$ cat config.mk
export PLATFORM = sky130hd
export DESIGN_NAME = btn_mode_ctrl
export DESIGN_NICKNAME = d
export VERILOG_FILES = /design/src/rtl/btn_mode_ctrl.sv
export SDC_FILE = /design/constraint.sdc
export NUM_CORES = 1
export LEC_CHECK = 0
export BUFFER_PORTS_ARGS = -buffer_cell sky130_fd_sc_hd__buf_2
export CAP_MARGIN = 20
export CORE_MARGIN = 4
export CORE_UTILIZATION = 65
export CTS_CLUSTER_DIAMETER = 150
export CTS_CLUSTER_SIZE = 24
export DETAILED_ROUTE_END_ITERATION = 8
export HOLD_SLACK_MARGIN = 0.08
export PLACE_DENSITY = 0.91
export SYNTH_ARGS = -nofsm -noshare
export SYNTH_HDL_FRONTEND = slang
export SYNTH_SLANG_ARGS = --single-unit
$ cat constraint.sdc
create_clock -name clk -period 5.8 [get_ports clk]
set_input_delay 1.16 -clock clk [delete_from_list [all_inputs] [get_ports clk]]
set_output_delay 1.16 -clock clk [all_outputs]
set_load 0.1 [all_outputs]
$ cat src/rtl/btn_mode_ctrl.sv
// Button press classifier: synchronizes a debounced level, classifies presses as short or long,
// and maintains a wrap-around mode register with one-cycle event pulses.
module btn_mode_ctrl #(
  parameter int unsigned NUM_MODES   = 4,
  parameter int unsigned MODE_W      = 2,
  parameter int unsigned LONG_CYCLES = 100000000,
  parameter int unsigned CNT_W       = 32
) (
  input  logic              clk,
  input  logic              rst_n,
  input  logic              db,
  output logic [MODE_W-1:0] mode,
  output logic              short_pulse,
  output logic              long_pulse,
  output logic              pressed
);

  typedef enum logic [1:0] {StIdle, StPress, StHeld} state_e;

  localparam logic [CNT_W-1:0]  HoldLast = CNT_W'(LONG_CYCLES - 1);
  localparam logic [MODE_W-1:0] ModeLast = MODE_W'(NUM_MODES - 1);

  state_e            state_q, state_d;
  logic              s1_q, db_s_q;
  logic [CNT_W-1:0]  hold_cnt_q, hold_cnt_d;
  logic [MODE_W-1:0] mode_q, mode_d;
  logic              short_q, short_d;
  logic              long_q, long_d;

  // db toggles on a derived enable, so it is treated as asynchronous here.
  always_ff @(posedge clk or negedge rst_n) begin
    if (!rst_n) begin
      s1_q   <= 1'b0;
      db_s_q <= 1'b0;
    end else begin
      s1_q   <= db;
      db_s_q <= s1_q;
    end
  end

  always_ff @(posedge clk or negedge rst_n) begin
    if (!rst_n) begin
      state_q    <= StIdle;
      hold_cnt_q <= '0;
      mode_q     <= '0;
      short_q    <= 1'b0;
      long_q     <= 1'b0;
    end else begin
      state_q    <= state_d;
      hold_cnt_q <= hold_cnt_d;
      mode_q     <= mode_d;
      short_q    <= short_d;
      long_q     <= long_d;
    end
  end

  always_comb begin
    state_d    = state_q;
    hold_cnt_d = hold_cnt_q;
    mode_d     = mode_q;
    short_d    = 1'b0;
    long_d     = 1'b0;
    case (state_q)
      StIdle: begin
        if (db_s_q) begin
          state_d    = StPress;
          hold_cnt_d = '0;
        end
      end
      StPress: begin
        // Release wins over reaching the threshold on the same edge.
        if (!db_s_q) begin
          short_d = 1'b1;
          mode_d  = (mode_q == ModeLast) ? '0 : mode_q + 1'b1;
          state_d = StIdle;
        end else if (hold_cnt_q == HoldLast) begin
          long_d  = 1'b1;
          mode_d  = '0;
          state_d = StHeld;
        end else begin
          hold_cnt_d = hold_cnt_q + 1'b1;
        end
      end
      StHeld: begin
        if (!db_s_q) begin
          state_d = StIdle;
        end
      end
      default: state_d = StIdle;
    endcase
  end

  assign mode        = mode_q;
  assign short_pulse = short_q;
  assign long_pulse  = long_q;
  assign pressed     = (state_q != StIdle);

endmodule

# Word-level counts from Yosys, hierarchy flattened
# Cells that the tools add are included.
[word_totals]
ff_bits = 40
inputBits = 3
output_inout_bits = 5
word_cells = 42
[classes]
addsub = 2
eq_ne = 10
mux = 17
reduce_logical = 6
[ops]
columns = ["operator", "count"]
rows = [
  ["$mux 32", 3],
  ["$pmux 32 s2", 1],
  ["$add 32x1->32 const B", 1],
  ["$eq 32x27->1 const B", 1],
  ["$mux 2", 7],
  ["$ne 2x2->1 const B", 4],
  ["$pmux 2 s3", 1],
  ["$mux 1", 5],
  ["$eq 2x2->1 const B", 2],
  ["$reduce_and 4->1", 1],
  ["$reduce_bool 2->1", 2],
  ["$ne 3x3->1 const B", 1],
  ["$reduce_and 3->1", 1],
  ["$add 2x1->2 const B", 1],
  ["$eq 2x1->1 const B", 1],
  ["$logic_not 2->1", 1],
  ["$ne 2x1->1 const B", 1],
  ["$reduce_and 2->1", 1],
]

# Longest topological paths before layout
[logic_depth]
ltp_word = 4
depth_mapped = 7
mapped_depth_nobuf = 6

# Worst setup path before layout
# No wires, ideal clock.
[synth_timing]
kind = "register -> output"
from = "register state_q[0]"
to = "output port pressed"
arrival_ns = 1.439
t_required_ns = 4.640
path_slack_ns = 3.201
stages_incl_launch_ff = 4
n_path_buf = 2
path_cell_list = "dfrtp_1 -> buf_4 -> clkbuf_1 -> or2_1"
[synth_between]
elab_chain_cells = 1
[synth_rtl]
columns = ["element", "line", "source"]
rows = [
  ["start: declaration", "23", "state_e state_q, state_d;"],
  ["start signal: assignment", "43", "state_q <= StIdle;"],
  ["start signal: assignment", "49", "state_q <= state_d;"],
  ["$reduce_bool 2->1", "96", "assign pressed = (state_q != StIdle);"],
  ["end: declaration", "15", "output logic pressed"],
]
# No other way between the ends.

# Final worst setup path
# Same ends and word-level chain as after synthesis.

==> run summary <==
### Run status
- **run status** complete, no violations

### Setup path
- **slowest library cell on the worst path** sky130_fd_sc_hd__dfrtp_1
- **capturing element of the worst setup path** pressed
- **series of cell instances along the critical path** or2_1, buf_2
- **capturing point of the worst reg2reg path** hold_cnt_q[0]$_DFFE_PN0P_
- **required arrival time at the worst endpoint** 4.64 ns
- **CP startpoint** state_q[0]$_DFFE_PN0P_
- **register-to-register path setup slack** 3.22 ns
- **type of element capturing the critical path** primary output
- **arrival time reported for the critical path endpoint** 1.65 ns
- **CP Max Fanout** 19
- **worst reg2reg startpoint** state_q[0]$_DFFE_PN0P_
- **critical path type** flop to primary output
- **stage delay of the slowest cell on the critical path** 0.71 ns
- **cell depth of the worst flop-to-flop path** 5
- **CP Launch Type** flop

### Timing
- **Max Fclk** 356 MHz
- **headroom to the max-slew limit** 42.6%
- **final worst setup slack** 2.99 ns
- **transition time at the pin with the least slew margin** 0.861 ns
- **number of pins exceeding their max-slew limit in the final report** 0
- **final critical-path share of the clock period** 48.4%
- **Setup Total Neg Slack** 0 ns
- **Final Hold Vio Count** 0
- **setup violators final** 0
- **post-layout min period** 2.81 ns
- **WHS** 0.378 ns
- **unrepaired setup endpoints after global routing** false
- **worst-case clock skew** 0.00383 ns

### Drt
- **Routed WL per cell** 15.3 um
- **number of nets still failing antenna checks after routing** 0
- **length of the first detailed-routing pass in iterations** 4
- **vias** 1736
- **total DRC errors in the routed layout** 0
- **DRC violation total after the first TritonRoute iteration** 202
- **post-DR vias/cell** 6.18
- **final routed wirelength across all metal layers** 4310 um

### Placement
- **dpl cell area** 0.00221 sq mm
- **final weighted congestion in routability-driven placement** 0.839
- **number of buffers added on ports** 7
- **worst slack after detailed placement** 3.27 ns
- **count of placed standard cells including taps** 273
- **half-perimeter wire length of the detailed placement result** 3060 um

### CTS
- **clock tree from TritonCTS** done
- **number of instances resized during post-cts repair** 0
- **number of buffers created by CTS** 5
- **clock slew at the register clock pins of the worst setup and hold paths** 0.12 ns
- **post-CTS setup buffer count** 0
- **later-pin clock latency in the skew report** 0.35 ns
- **Root Buffer** sky130_fd_sc_hd__clkbuf_4
- **Bufs on Longest Clock Path** 2
- **number of buffers added to fix hold violations after cts** 0
- **# H-tree levels** 2
- **total number of clock tree sinks** 40

### Floorplanning
- **core area** 0.00313 sq mm
- **effective utilization at floorplan** 69.1%
- **die extent in y** 65.7 um
- **IO Count** 8
- **site row count** 20
- **die area** 0.00431 sq mm
- **Die Width** 65.7 um

### Pwr
- **proportion of power drawn by the clock network** 27.2%
- **power dissipated by switching net loads** 0.181 mW
- **post-route total power** 0.549 mW
- **Leakage** 0.992 nW
- **highest ir drop seen on vdd** 0.000134 V
- **combinational share of power** 17.2%
- **Sw Ratio** 33.0%
- **power per standard cell area** 242 mW/mm^2
- **cell-internal power** 0.368 mW
- **Flop pwr share** 55.6%

### Final layout
- **Final Cell Area** 0.00227 sq mm
- **area delta synth->final** 4.92%
- **number of cells in the finished layout apart from fillers** 281
- **fillcell total** 233
- **fin nets** 241
- **share of the core filled with cells** 72.5%
- **fraction of layout instances using a drive strength above 1** 11.0%
- **Antenna diodes** 0

### Global route
- **total global-route track usage** 23.3%
- **pin count of the biggest net entering global routing** 41
- **Global Route met1 Usage** 30.6%
- **global-route track usage on met2** 38.0%
- **antenna violations before repair** 0
- **global-route wire length before repair** 7720 um
- **Congestion Overflow GR** 0
- **GRT met3 Usage** 4.10%
- **via count of the first global-routing pass** 1675
- **GRT busiest layer** met2

### Logic synthesis
- **number of distinct library cell variants in the gate-level netlist after synthesis** 42
- **EDFF count, synth** 0
- **number of storage elements in the synthesis netlist** 40
- **proportion of register bits with asynchronous set or reset after synthesis** 100%
- **Primary FF master, synth** sky130_fd_sc_hd__dfrtp_1
- **part of the Yosys area used for sequential elements** 46.3%
- **dominant cell type by area after synthesis** sky130_fd_sc_hd__dfrtp_1
- **area share of the leading cell type in the synthesized netlist** 46.3%
- **post-synthesis instance area** 0.00216 sq mm
- **Ys Warns** 0
- **mean instance size in the synthesized netlist** 9.28 sq um
- **cells taking the most area after synthesis** sky130_fd_sc_hd__dfrtp_1 (46%), sky130_fd_sc_hd__nor2_1 (5.7%), sky130_fd_sc_hd__xnor2_1 (5.3%)
- **post-synth net total** 238
- **Post-Syn Instances** 233

### Worst hold path
- **type of the worst min-delay path** flop to flop

### Flow run
- **# Max-Cap Violations** 0

## placed cells by master (no fill, tap or decap), types with 6 or more instances in the layout
cell type | Yosys | routed
sky130_fd_sc_hd__dfrtp_1 | 40 | 40
sky130_fd_sc_hd__nor2_1 | 33 | 33
sky130_fd_sc_hd__nand2_1 | 22 | 22
sky130_fd_sc_hd__xnor2_1 | 13 | 13
sky130_fd_sc_hd__nand3_1 | 11 | 11
sky130_fd_sc_hd__nand4_1 | 10 | 10
sky130_fd_sc_hd__nor4_1 | 8 | 8
sky130_fd_sc_hd__a21oi_1 | 8 | 8
sky130_fd_sc_hd__inv_1 | 7 | 7
sky130_fd_sc_hd__xor2_1 | 7 | 7
sky130_fd_sc_hd__buf_2 | 3 | 7
sky130_fd_sc_hd__or3_1 | 6 | 6
sky130_fd_sc_hd__nor4_2 | 6 | 6
## worst min path at each step
stage	startpoint	endpoint	slack, ns	cells after the start
after detailed placement	s1_q$_DFF_PN0_	db_s_q$_DFF_PN0_	0.35	0
after floorplan	s1_q$_DFF_PN0_	db_s_q$_DFF_PN0_	0.33	0
after CTS	s1_q$_DFF_PN0_	db_s_q$_DFF_PN0_	0.38	0
final	s1_q$_DFF_PN0_	db_s_q$_DFF_PN0_	0.38	0
after global routing	s1_q$_DFF_PN0_	db_s_q$_DFF_PN0_	0.39	0
after global placement	s1_q$_DFF_PN0_	db_s_q$_DFF_PN0_	0.33	0
## synth_stat cells (2+ instances only)
cell,number
sky130_fd_sc_hd__dfrtp_1,40
sky130_fd_sc_hd__ha_1,2
sky130_fd_sc_hd__nand4_1,10
sky130_fd_sc_hd__nand4b_1,2
sky130_fd_sc_hd__nor2b_1,5
sky130_fd_sc_hd__nor4_1,8
sky130_fd_sc_hd__buf_2,3
sky130_fd_sc_hd__nor4_2,6
sky130_fd_sc_hd__and3_1,5
sky130_fd_sc_hd__xor2_1,7
sky130_fd_sc_hd__a31oi_1,2
sky130_fd_sc_hd__mux2_1,2
sky130_fd_sc_hd__nand2_1,22
sky130_fd_sc_hd__nand3_2,2
sky130_fd_sc_hd__xnor2_1,13
sky130_fd_sc_hd__nor3_1,5
sky130_fd_sc_hd__o21ai_1,4
sky130_fd_sc_hd__nor2_1,33
sky130_fd_sc_hd__and2_1,3
sky130_fd_sc_hd__nand3_1,11
sky130_fd_sc_hd__a21oi_1,8
sky130_fd_sc_hd__or3_1,6
sky130_fd_sc_hd__inv_1,7
sky130_fd_sc_hd__a41o_1,2
sky130_fd_sc_hd__clkbuf_1,8
## power by group through the flow
stage	registers [mW]	logic (mW)	clock network, mW
6_report	0.305	0.0944	0.149
5_1_grt	0.307	0.102	0.166
4_1_cts	0.305	0.0955	0.152
3_5_place_dp	0.310	0.0952	0
3_3_place_gp	0.309	0.0903	0
2_1_floorplan	0.351	0.0299	0
## critical path, delay by kind of cell, from the launching register on
kind,cells,cell delay [ns]
buffers and inverters,1,0.41
flip-flops,1,0.71
AND/OR/NAND/NOR,1,0.17
## sequential cells by signal (all words and copies together) (netlist names)
name and cells:
hold_cnt_q 32, s1_q 1, db_s_q 1, long_pulse 1, state_q 2, mode 2
short_pulse 1
## final cells by class
| type | count | area, sq um | share of cell area [%] |
|---|---|---|---|
| multi-input cells | 174 | 1080 | 47.7 |
| flip-flops and latches | 40 | 1000 | 44.1 |
| well taps | 44 | 55.1 | 2.43 |
| clock buffers | 6 | 51.3 | 2.26 |
| repair buffers | 8 | 42.5 | 1.88 |
| inverters | 7 | 26.3 | 1.16 |
| clock inverters | 2 | 10.0 | 0.441 |
## cell families (layout without fill, tap and decap cells)
group | count (synthesis) | after routing | synth area share (%)
xor+xnor | 20 | 20 | 8.10
simple gates | 128 | 128 | 33.2
buf+inv | 19 | 23 | 3.65
compound gates | 22 | 22 | 6.60
flops | 40 | 40 | 46.3
mux | 2 | 2 | 1.04
fa+ha+maj | 2 | 2 | 1.16
## per-layer routing
| layer | wire [um] | up-vias |
|---|---|---|
| li1 | - | 821 |
| met2 | 2210 | 43 |
| met5 | 0 | - |
| met4 | 72 | 0 |
| met1 | 1870 | 865 |
| met3 | 166 | 7 |
(Power assumes the default switching activity.)
